## config.mk

```make
export PLATFORM = sky130hd
export DESIGN_NAME = interrupt_request_controller
export DESIGN_NICKNAME = d
export VERILOG_FILES = /design/src/rtl/interrupt_request_controller.sv
export SDC_FILE = /design/constraint.sdc
export NUM_CORES = 1
export LEC_CHECK = 0
export CAP_MARGIN = 15
export CORE_MARGIN = 5
export CORE_UTILIZATION = 45
export DETAILED_ROUTE_END_ITERATION = 7
export GPL_ROUTABILITY_DRIVEN = 0
export GPL_TIMING_DRIVEN = 0
export PLACE_DENSITY = 0.95
export SYNTH_ARGS = -nofsm -noshare
export SYNTH_HDL_FRONTEND = slang
export SYNTH_SLANG_ARGS = --single-unit
```

## constraint.sdc

```tcl
create_clock -name clk -period 4.25 [get_ports clk]
set_input_delay 0.425 -clock clk [delete_from_list [all_inputs] [get_ports clk]]
set_output_delay 0.425 -clock clk [all_outputs]
set_load 0.01 [all_outputs]
```

## src/rtl/interrupt_request_controller.sv

```systemverilog
// rtl/interrupt_request_controller.sv - interrupt source latching, prioritisation and handler handshake
// Presents one request per service window at instruction boundaries with vector and type.
module interrupt_request_controller #(
   parameter int SYNC_STAGES  = 2,
   parameter int DONE_TIMEOUT = 64
) (
   input  logic        clk,
   input  logic        rst,
   input  logic        soft_reset_n,
   input  logic        irq_n,
   input  logic [7:0]  ppu_status,
   input  logic        ppu_nmi_enable,
   input  logic        break_flag,
   input  logic [7:0]  status_in,
   input  logic        instr_boundary,
   input  logic        int_done,
   output logic        int_req,
   output logic [2:0]  int_type,
   output logic [15:0] vector_addr,
   output logic        push_b_flag,
   output logic [2:0]  pending,
   output logic        busy,
   output logic        timeout_err
);

   localparam int CW = (DONE_TIMEOUT > 2) ? $clog2(DONE_TIMEOUT) : 1;
   localparam logic [CW-1:0] CNT_MAX = CW'(DONE_TIMEOUT - 1);

   localparam logic [2:0] T_NONE  = 3'd0;
   localparam logic [2:0] T_RESET = 3'd1;
   localparam logic [2:0] T_NMI   = 3'd2;
   localparam logic [2:0] T_BRK   = 3'd3;
   localparam logic [2:0] T_IRQ   = 3'd4;

   typedef enum logic [1:0] {IDLE, WAIT_DONE, COOLDOWN} state_t;

   state_t                 state, state_nx;
   logic [CW-1:0]          cnt, cnt_nx;
   logic [SYNC_STAGES-1:0] soft_sync, irq_sync;
   logic                   soft_prev, nmi_src, nmi_src_q;
   logic                   reset_pending, nmi_pending, irq_level;
   logic                   soft_fall, nmi_edge, clr_reset, clr_nmi;
   logic                   int_req_nx, push_b_nx, timeout_nx;
   logic [2:0]             int_type_nx;
   logic [15:0]            vector_nx;
   logic                   unused_bits;

   assign unused_bits = ^{ppu_status[6:0], status_in[7:3], status_in[1:0]};

   assign soft_fall = soft_prev & ~soft_sync[SYNC_STAGES-1];
   assign nmi_src   = ppu_status[7] & ppu_nmi_enable;
   // Enabling NMI while vblank is already high is deliberately seen as an edge.
   assign nmi_edge  = nmi_src & ~nmi_src_q;
   assign irq_level = ~irq_sync[SYNC_STAGES-1] & ~status_in[2];
   assign pending   = {irq_level, nmi_pending, reset_pending};
   assign busy      = (state != IDLE);

   always_ff @(posedge clk or posedge rst) begin
      if (rst) begin
         soft_sync     <= '1;
         irq_sync      <= '1;
         soft_prev     <= 1'b1;
         nmi_src_q     <= 1'b0;
         reset_pending <= 1'b1;
         nmi_pending   <= 1'b0;
      end else begin
         soft_sync     <= {soft_sync[SYNC_STAGES-2:0], soft_reset_n};
         irq_sync      <= {irq_sync[SYNC_STAGES-2:0], irq_n};
         soft_prev     <= soft_sync[SYNC_STAGES-1];
         nmi_src_q     <= nmi_src;
         // A new edge in the launch cycle outlives the clear.
         reset_pending <= soft_fall | (reset_pending & ~clr_reset);
         nmi_pending   <= nmi_edge | (nmi_pending & ~clr_nmi);
      end
   end

   always_ff @(posedge clk or posedge rst) begin
      if (rst) begin
         state       <= IDLE;
         cnt         <= '0;
         int_req     <= 1'b0;
         int_type    <= T_NONE;
         vector_addr <= 16'h0000;
         push_b_flag <= 1'b0;
         timeout_err <= 1'b0;
      end else begin
         state       <= state_nx;
         cnt         <= cnt_nx;
         int_req     <= int_req_nx;
         int_type    <= int_type_nx;
         vector_addr <= vector_nx;
         push_b_flag <= push_b_nx;
         timeout_err <= timeout_nx;
      end
   end

   always_comb begin
      state_nx    = state;
      cnt_nx      = cnt;
      int_req_nx  = 1'b0;
      int_type_nx = int_type;
      vector_nx   = vector_addr;
      push_b_nx   = push_b_flag;
      timeout_nx  = timeout_err;
      clr_reset   = 1'b0;
      clr_nmi     = 1'b0;
      case (state)
         IDLE: begin
            if (instr_boundary && (reset_pending || nmi_pending || break_flag || irq_level)) begin
               int_req_nx = 1'b1;
               state_nx   = WAIT_DONE;
               cnt_nx     = '0;
               push_b_nx  = 1'b0;
               if (reset_pending) begin
                  int_type_nx = T_RESET;
                  vector_nx   = 16'hFFFC;
                  clr_reset   = 1'b1;
               end else if (nmi_pending) begin
                  int_type_nx = T_NMI;
                  vector_nx   = 16'hFFFA;
                  clr_nmi     = 1'b1;
               end else if (break_flag) begin
                  int_type_nx = T_BRK;
                  vector_nx   = 16'hFFFE;
                  push_b_nx   = 1'b1;
               end else begin
                  int_type_nx = T_IRQ;
                  vector_nx   = 16'hFFFE;
               end
            end
         end
         WAIT_DONE: begin
            if (int_done || cnt == CNT_MAX) begin
               state_nx    = int_done ? COOLDOWN : IDLE;
               timeout_nx  = timeout_err | ~int_done;
               int_type_nx = T_NONE;
               vector_nx   = 16'h0000;
               push_b_nx   = 1'b0;
            end else begin
               cnt_nx = cnt + 1'b1;
            end
         end
         COOLDOWN: begin
            // This boundary only retires the cooldown; it never launches.
            if (instr_boundary) state_nx = IDLE;
         end
         default: state_nx = IDLE;
      endcase
   end

endmodule

```

==> summary.md, run 1 <==
| Metric | Value |
|---|---|
| Status | `completed` |
| Arrival @ worst endpoint | `1.79 ns` |
| CTS tree | `done` |
| Most frequent cells in the layout | `clkdlybuf4s50_1, dfrtp_1, buf_4, inv_1, nand2_1` |
| Synth top area share | `40.5%` |
| Synth Area in Simple Gates | `11.3%` |
| Worst hold path class | `reg2reg` |
| Fin nets | `170` |
| Count of pins over their slew limit | `0` |
| CP max FO | `3` |
| Fraction of the mapped netlist area in adder cells | `1.07%` |
| Biggest area consumer among synthesized cells | `dfrtp_1` |
| Mux contribution to synthesized area | `approximately 1.3%` |
| Vias | `886` |
| Initial Utilization | `47.4%` |
| Warnings from Yosys | `0` |
| Pleak | `0.729 nW` |
| RSZ-0062 raised after global routing | `no` |
| Fraction of synthesized cell area in xor and xnor cells | `less than 1%` |
| Pre-Repair DR Iteration Count | `4` |
| Die area | `between 0.003 and 0.004 mm²` |
| Post-DP HPWL | `1760 µm` |
| Antenna viol nets, final | `0` |
| GR Util All Layers | `13.7%` |
| Routed len/inst | `13.2 µm` |
| Die span in x | `approximately 61 µm` |
| Max VDD drop | `roughly 0.47 mV` |
| Worst-Skew Late Latency | `0.32 ns` |
| Seq/Total Area, Yosys | `a little over half` |
| Largest family of logic cells by synthesized area | `compound AO/OA/AOI/OAI gates` |
| Initial antenna violation count | `0` |
| Commonest non-fill, non-tap cell in the layout | `clkdlybuf4s50_1` |
| Layout area overhead | `34.4%` |
| Hold buffers post-CTS | `0` |
| Clock buffer depth | `2` |
| Final WL | `around 2300 µm` |
| Synth Area in Compound Gates | `17.6%` |
| Largest net degree at the start of global routing | `26` |
| H-tree Lvls | `1` |
| Core footprint | `around 0.0025 mm²` |
| Clock slew at reported path FFs | `around 0.12 ns` |
| Hold Violations, Final | `0` |
| I/O Buffers | `34` |
| Setup TNS | `0 ns` |
| Max_slew headroom | `40.4%` |
| # IOs | `50` |
| Post-synth EDFFs | `0` |
| Ant diodes | `0` |
| Cell area power density | `647 mW/mm²` |
| Worst-margin pin slew | `0.893 ns` |
| Setup violators final | `0` |
| CTS buffer count | `3` |
| Placement Rows | `18` |
| Syn Inst Count | `106` |
| Startpoint types | `input pin` |
| Top post-synthesis cells by area | `dfrtp_1, dfstp_2, buf_4` |
| Vias in the first global route | `861` |
| Worst endpoint required time | `approximately 3.8 ns` |
| Dpl cells | `170` |
| Count of cell types in the netlist | `36` |
| Worst Setup End Kind | `primary output` |
| Mapped Nets | `approximately 130` |
| Crit share post-route | `52.1%` |
| Iter 0 DRT Violations | `18` |
| Max cap viols | `0` |
| DRC viols | `0` |
| Layout cells sized above 1 | `about a quarter` |
| Synthesized area | `0.00117 mm²` |
| Finished Layout Cells | `174` |
| Layout Skew | `0.00727 ns` |
| Fmax | `about 450 MHz` |
| Async set-reset flop share out of synthesis | `100%` |
| Seq cells post-synth | `25` |
| First-pass GRT wire length | `around 3800 µm` |
| Die Y | `roughly 61 µm` |
| DR vias/cell | `5.09` |
| Total congestion overflow | `0` |
| Avg Inst Size Synth | `11.1 µm²` |
| Final min period | `2.22 ns` |
| CP Class | `in2out` |
| Post_cts resized | `0` |
| Clock sinks | `25` |
| Root Buffer | `clkbuf_4` |
| Flop-to-flop setup slack | `2.49 ns` |
| Top FF cell, synth | `dfrtp_1` |
| Number of buffers added for setup after CTS | `0` |
==> cells by family (layout without fill, tap and decap cells) <==
family                     count (synthesis)  count (layout)
AOI/OAI and AO/OA                         26              26
muxes                                      1               1
and+or+nand+nor                           25              25
DFF                                       25              25
adders and majority gates                  1               1
xor gates and xnor gates                   1               1
other                                      1               1
buffers and inverters                     26              64
==> flip-flops by register name, summed over array words and instances (netlist names) <==
signal and flops:
soft_prev 1, push_b_flag 1, timeout_err 1, reset_pending 1
soft_sync 2, int_req 1, nmi_src_q 1, vector_addr 3
nmi_pending 1, cnt 6, int_type 3, state 2
irq_sync 2
==> area by class of cell <==
type	count	area, µm²
Inverter	9	33.8
Timing Repair Buffer	34	340
Tap cell	30	37.5
Clock buffer	4	26.3
Fill cell	208	900
Buffer	17	128
Multi-Input combinational cell	55	379
Sequential cell	25	633
==> per-stage QoR <==
| step | power [W] | setup slack [ns] | hold WS [ns] | instance area (µm²) | util, % |
|---|---|---|---|---|---|
| after global placement | 0.000904 | 2.06 | 0.346 | 1550 | 62.6 |
| after floorplan | 0.000665 | 2.62 | 0.345 | 1170 | - |
| after global routing | 0.00110 | 2.01 | 0.372 | 1580 | 63.7 |
| after detailed placement | 0.000927 | 2.04 | 0.350 | 1550 | 62.6 |
| after CTS | 0.00103 | 2.04 | 0.368 | 1580 | 63.7 |
| final | 0.00102 | 2.03 | 0.368 | 1580 | 63.7 |
==> cell usage after synthesis, types with 4 or more instances <==
cell and number:
nand2_1 7, nor2_1 5, nand3_1 4, dfstp_2 6
dfrtp_1 19, o21ai_0 6, inv_1 9, buf_4 17
==> where the power goes <==
part           internal (W)  switching [W]
Sequential         0.000304      0.0000671
Combinational      0.000332       0.000212
Clock             0.0000368      0.0000693
==> path summary, 6_finish.rpt <==
path	startpoint	cells after the start	endpoint
min in group asynchronous	rst	2	int_type[0]$_DFFE_PP0P_
hold reg to reg	soft_sync[0]$_DFF_PP1_	0	soft_sync[1]$_DFF_PP1_
setup reg to reg	cnt[0]$_DFFE_PP0P_	5	int_type[1]$_DFFE_PP0P_
max in group asynchronous	rst	2	vector_addr[1]$_DFFE_PP0P_
hold / removal	soft_sync[0]$_DFF_PP1_	0	soft_sync[1]$_DFF_PP1_
setup / recovery	status_in[2]	4	pending[2]
==> per-layer routing <==
layer | vias up | GRT usage (%) | wire length (µm)
li1 | 427 | - | -
met1 | 415 | 16.6 | 941
met2 | 41 | 22.2 | 1090
met3 | 3 | 3.14 | 223
met4 | 0 | 8.36 | 38
met5 | - | 0 | 0
==> critical path, stage by stage <==
cell	delay [ns]
clkdlybuf4s50_1	0.39
nor2_1	0.28
buf_4	0.17
clkdlybuf4s50_1	0.52
No activity file was read; power rests on OpenSTA's default activity.
==> run 2: changes to the inputs <==
- CORE_UTILIZATION: 45 -> 37
- PLACE_DENSITY: 0.95 -> 0.85
- clock period: 4.25 -> 2 ns (I/O delays scaled with it)
==> run 2 against run 1 <==
Against the previous run: count of clock-buffer cells in the layout down 1; design area up 1.2%; clock skew up 0.0014 ns; via count down 2.8%; first-iteration DRC count up 140%; largest cell class unchanged.
==> summary.md, run 2 (synthesis results as in run 1) <==
| Metric | Value |
|---|---|
| Clock slew at reported path FFs | `0.13 ns (about the same)` |
| Root Buffer | `clkbuf_4` |
| Routed len/inst | `12.4 µm (-5.8%)` |
| Clock sinks | `25 (unchanged)` |
| Pleak | `0.731 nW (+0.37%)` |
| Max VDD drop | `0.620 mV (+33%)` |
| Iter 0 DRT Violations | `43 (+25)` |
| Hold buffers post-CTS | `0 (unchanged)` |
| DRC viols | `0 (unchanged)` |
| Fmax | `approximately 550 MHz` |
| Final min period | `1.83 ns` |
| Layout Skew | `0.00864 ns (+0.00137 ns)` |
| Post-DP HPWL | `1790 µm (+1.8%)` |
| Initial Utilization | `38.4% (-8.9 points)` |
| Arrival @ worst endpoint | `1.63 ns (-0.16 ns)` |
| Fill cell total of the finished layout | `259 (+25%)` |
| GR Util All Layers | `12.0% (-1.7 points)` |
| Crit share post-route | `91.6%` |
| Reg power frac | `36.3% (about the same)` |
| Biggest regs | `cnt (6), int_type (3), vector_addr (3)` |
| Clk network pwr share | `10.0% (-0.4 points)` |
| Switching Fraction | `34.2% (+0.11 points)` |
| Layout area overhead | `36.0%` |
| H-tree Lvls | `1 (unchanged)` |
| Cell area power density | `1360 mW/mm² (+110%)` |
| Status | `completed` |
| Commonest non-fill, non-tap cell in the layout | `clkdlybuf4s50_1` |
| Worst-margin pin slew | `0.881 ns (-0.0114 ns)` |
| Core footprint | `0.00305 mm² (+23%)` |
| Setup TNS | `0 ns (unchanged)` |
| Die span in x | `66.3 µm (+8.6%)` |
| Layout cells sized above 1 | `27.1% (+0.69 points)` |
| Clock buffer depth | `2 (unchanged)` |
| Max cap viols | `0 (unchanged)` |
| CTS buffer count | `3 (unchanged)` |
| Worst Setup End Kind | `primary output` |
| Worst-Skew Late Latency | `0.32 ns (about the same)` |
| Antenna viol nets, final | `0 (unchanged)` |
| Fin nets | `170 (unchanged)` |
| Final WL | `2330 µm (+1.7%)` |
| Initial antenna violation count | `0 (unchanged)` |
| Max FFs per register | `6 (unchanged)` |
| Dpl cell area | `0.00157 mm² (+1.1%)` |
| Finished Cell Area | `0.00160 mm² (+1.2%)` |
| Largest net degree at the start of global routing | `26 (unchanged)` |
| First-pass GRT wire length | `3970 µm (+4.7%)` |
| Vias | `861 (-2.8%)` |
| Die Y | `66.3 µm (+8.6%)` |
| Number of buffers added for setup after CTS | `0 (unchanged)` |
| Placement Rows | `20 (+2)` |
| Die area | `0.00440 mm² (+18%)` |
| Int Pwr | `0.00143 W (+110%)` |
| CTS tree | `done` |
| Count of pins over their slew limit | `0 (unchanged)` |
| Worst endpoint required time | `1.80 ns (-2.03 ns)` |
| DR vias/cell | `4.58 (-10%)` |
| I/O Buffers | `34 (unchanged)` |
| Sw Pwr | `0.000744 W (+110%)` |
| Post_cts resized | `0 (unchanged)` |
| Worst hold path class | `in2reg` |
| Pre-Repair DR Iteration Count | `4 (unchanged)` |
| Ant diodes | `0 (unchanged)` |
| # IOs | `50 (unchanged)` |
| Setup violators final | `0 (unchanged)` |
| Hold Violations, Final | `0 (unchanged)` |
| Vias in the first global route | `825 (-4.2%)` |
| Total congestion overflow | `0 (unchanged)` |
| Logic gate share of total power | `53.8% (+0.5 points)` |
| CP max FO | `14 (+11)` |
| Startpoint types | `register` |
| CP Class | `reg2out` |
| Max_slew headroom | `41.2% (+0.76 points)` |
| Most frequent cells in the layout | `clkdlybuf4s50_1, dfrtp_1, buf_4, inv_1, nand2_1` |
| RSZ-0062 raised after global routing | `no` |
| Top reg by flops | `cnt` |
## run 2: cell count changes in the layout (fill, tap and decap cells not counted), sizes merged
cell | previous run | this run
clkbuf | 4 | 3
clkinv | 0 | 1
## run 2: stage by stage
step,total power (W),util (%),cells,hold slack (ns),setup slack (ns)
2_1_floorplan,0.00141,-,106,0.204,0.368
3_3_place_gp,0.00192,51.4,184,0.347,0.209
3_5_place_dp,0.00198,51.4,184,0.349,0.211
4_1_cts,0.00220,52.3,188,0.255,0.127
5_1_grt,0.00234,52.3,188,0.249,0.0630
6_report,0.00217,52.3,188,0.269,0.167
## run 2: cell type report
type                            instances  area [µm²]  share of cell area, %
Buffer                                 17         128                   7.99
Multi-Input combinational cell         55         379                   23.7
Timing Repair Buffer                   34         340                   21.3
Tap cell                               44        55.1                   3.45
Inverter                                9        33.8                   2.12
Clock buffer                            3        22.5                   1.41
Clock inverter                          1        5.00                  0.313
Sequential cell                        25         633                   39.7
## run 2: final timing paths
| check | from | end | slack (ns) | depth (start not counted) |
|---|---|---|---|---|
| min in group asynchronous | rst | push_b_flag$_DFFE_PP0P_ | 0.35 | 2 |
| hold reg to reg | irq_sync[0]$_DFF_PP1_ | irq_sync[1]$_DFF_PP1_ | 0.36 | 0 |
| setup / recovery | vector_addr[14]$_DFFE_PP0P_ | vector_addr[6] | 0.17 | 2 |
| setup reg to reg | cnt[0]$_DFFE_PP0P_ | int_type[1]$_DFFE_PP0P_ | 0.26 | 5 |
| hold / removal | soft_reset_n | soft_sync[0]$_DFF_PP1_ | 0.27 | 1 |
| max in group asynchronous | rst | cnt[4]$_DFFE_PP0P_ | 1.10 | 2 |
## run 2: power groups by stage
stage / logic [W] / clock network [W] / registers (W)
4_1_cts: 0.00119 / 0.000229 / 0.000787
3_3_place_gp: 0.00113 / 0 / 0.000784
6_report: 0.00117 / 0.000217 / 0.000788
5_1_grt: 0.00127 / 0.000248 / 0.000817
3_5_place_dp: 0.00118 / 0 / 0.000797
2_1_floorplan: 0.000618 / 0 / 0.000795
## run 2: routing by layer
layer	global-route usage, %	up-vias	wire (µm)
met3	2.72	5	159
met5	0	-	0
li1	-	428	-
met2	19.0	33	1100
met1	14.7	395	1000
met4	7.61	0	63
## run 2: critical path, stage by stage, from the launching register on
cell             delay [ns]
dfrtp_1                0.59
buf_4                  0.18
clkdlybuf4s50_1        0.55
==> run 3: changes to the inputs <==
- PLACE_DENSITY: 0.85 -> 0.74
==> run 3 against run 2 <==
Against the previous run: combinational power about the same; die area unchanged; utilization increased by 0.082 points; maximum frequency about the same; register-to-register slack got worse by 0.09 ns; total power increased by 0.16%; sequential power about the same; critical endpoint is now vector_addr[14]; largest power group unchanged.
==> summary.md, run 3 (synthesis results as in run 1) <==
| Metric | Value |
|---|---|
| Int Pwr | `0.00143 W (about the same)` |
| Sw Pwr | `0.000747 W (+0.40%)` |
| I/O Buffers | `34 (unchanged)` |
| Logic gate share of total power | `53.1% (-0.7 points)` |
| First-pass GRT wire length | `3760 µm (-5.2%)` |
| Finished Layout Cells | `188 (unchanged)` |
| CTS tree | `done` |
| Final min period | `1.83 ns (+0.00134 ns)` |
| Post-DP HPWL | `1790 µm (-0.54%)` |
| CTS buffer count | `3 (unchanged)` |
| CP max FO | `14 (unchanged)` |
| Root Buffer | `clkbuf_4` |
| Routed len/inst | `12.2 µm (-1.6%)` |
| Final WL | `2290 µm (-1.6%)` |
| Layout cells sized above 1 | `27.1% (unchanged)` |
| Post_cts resized | `0 (unchanged)` |
| Setup TNS | `0 ns (unchanged)` |
| Layout Skew | `0.0106 ns (+0.00194 ns)` |
| Largest net degree at the start of global routing | `26 (unchanged)` |
| RSZ-0062 raised after global routing | `no` |
| Max cap viols | `0 (unchanged)` |
| Worst-margin pin slew | `0.926 ns (+0.0453 ns)` |
| Finished Cell Area | `0.00160 mm² (+0.16%)` |
| Switching Fraction | `34.3% (+0.082 points)` |
| Worst Setup End Kind | `primary output` |
| Reg2reg path depth | `5 (unchanged)` |
| Fin nets | `170 (unchanged)` |
| Total congestion overflow | `0 (unchanged)` |
| Die span in x | `66.3 µm (unchanged)` |
| Worst-Skew Late Latency | `0.32 ns (about the same)` |
| Crit share post-route | `91.7% (about the same)` |
| Max_slew headroom | `38.2% (-3.0 points)` |
| H-tree Lvls | `1 (unchanged)` |
| Cell depth of the worst hold path | `1 (unchanged)` |
| # IOs | `50 (unchanged)` |
| Initial Utilization | `38.4% (unchanged)` |
| Top reg by flops | `cnt` |
| Hold buffers post-CTS | `0 (unchanged)` |
| Clock sinks | `25 (unchanged)` |
| Die Y | `66.3 µm (unchanged)` |
| Pre-Repair DR Iteration Count | `4 (unchanged)` |
| Final worst setup slack | `0.166 ns (-0.00134 ns)` |
| Clock buffer depth | `2 (unchanged)` |
| Hold Violations, Final | `0 (unchanged)` |
| Number of buffers added for setup after CTS | `0 (unchanged)` |
| Clock slew at reported path FFs | `0.14 ns (about the same)` |
| Dpl cells | `184 (unchanged)` |
| Clk network pwr share | `10.5% (+0.5 points)` |
| Count of pins over their slew limit | `0 (unchanged)` |
| Core Util, Final | `52.4% (+0.082 points)` |
| Arrival @ worst endpoint | `1.63 ns (about the same)` |
| Biggest regs | `cnt (6), int_type (3), vector_addr (3)` |
| Worst hold path class | `in2reg` |
| Max VDD drop | `0.402 mV (-35%)` |
| Status | `completed` |
| Dpl cell area | `0.00157 mm² (unchanged)` |
| Setup violators final | `0 (unchanged)` |
| GR Util All Layers | `11.2% (-0.83 points)` |
| Startpoint types | `register` |
| Most frequent cells in the layout | `clkdlybuf4s50_1, dfrtp_1, buf_4, inv_1, nand2_1` |
| Die area | `0.00440 mm² (unchanged)` |
| Vias in the first global route | `812 (-1.6%)` |
| Placement Rows | `20 (unchanged)` |
| Cell area power density | `1360 mW/mm² (about the same)` |
| Reg power frac | `36.3% (about the same)` |
| Ant diodes | `0 (unchanged)` |
| Commonest non-fill, non-tap cell in the layout | `clkdlybuf4s50_1` |
| Fmax | `545 MHz (about the same)` |
| Max FFs per register | `6 (unchanged)` |
| Place WS | `0.164 ns (-0.0468 ns)` |
| Initial antenna violation count | `0 (unchanged)` |
| DR vias/cell | `4.62 (+0.93%)` |
| DRC viols | `0 (unchanged)` |
| Antenna viol nets, final | `0 (unchanged)` |
| Pleak | `0.728 nW (-0.51%)` |
| Core footprint | `0.00305 mm² (unchanged)` |
| Vias | `869 (+0.93%)` |
| Worst endpoint required time | `1.80 ns (about the same)` |
| CP Class | `reg2out` |
| Layout area overhead | `36.2%` |
| Iter 0 DRT Violations | `35 (-19%)` |
-- run 3: critical path: stages, from the launching register on --
cell	delay (ns)
dfrtp_1	0.60
buf_4	0.18
clkdlybuf4s50_1	0.53
-- run 3: final timing paths --
path | start | end | slack, ns
max in group asynchronous | rst | state[1]$_DFFE_PP0P_ | 1.07
min in group asynchronous | rst | nmi_src_q$_DFF_PP0_ | 0.36
worst max-delay path | vector_addr[14]$_DFFE_PP0P_ | vector_addr[14] | 0.17
worst min register to register | irq_sync[0]$_DFF_PP1_ | irq_sync[1]$_DFF_PP1_ | 0.37
worst max register to register | cnt[0]$_DFFE_PP0P_ | int_type[1]$_DFFE_PP0P_ | 0.17
worst min-delay path | soft_reset_n | soft_sync[0]$_DFF_PP1_ | 0.26
-- run 3: cell type report --
class / instances / area, µm²
plain buffers: 17 / 128
clock buffers: 3 / 22.5
clock inverters: 1 / 7.51
fillers: 290 / 1450
inverters: 9 / 33.8
multi-input cells: 55 / 379
flip-flops and latches: 25 / 633
well taps: 44 / 55.1
repair buffers: 34 / 340
-- run 3: power groups by stage --
stage | sequential, W | combinational, W | clock (W)
4_1_cts | 0.000793 | 0.00117 | 0.000238
6_report | 0.000790 | 0.00116 | 0.000230
3_3_place_gp | 0.000789 | 0.00115 | 0
2_1_floorplan | 0.000795 | 0.000618 | 0
5_1_grt | 0.000819 | 0.00125 | 0.000258
3_5_place_dp | 0.000802 | 0.00117 | 0
-- run 3: metrics by stage --
step	hold slack [ns]	power (W)
final	0.258	0.00218
after CTS	0.254	0.00220
after detailed placement	0.347	0.00197
after floorplan	0.204	0.00141
after global placement	0.347	0.00194
after global routing	0.239	0.00232
-- run 3: layer usage --
layer  up-vias  track usage [%]  share of wire [%]
met1       417             13.5                 42
met4         0             4.57                1.7
met3         5             3.06                5.0
li1        430                -                  -
met5         -                0                  0
met2        17             18.7                 51
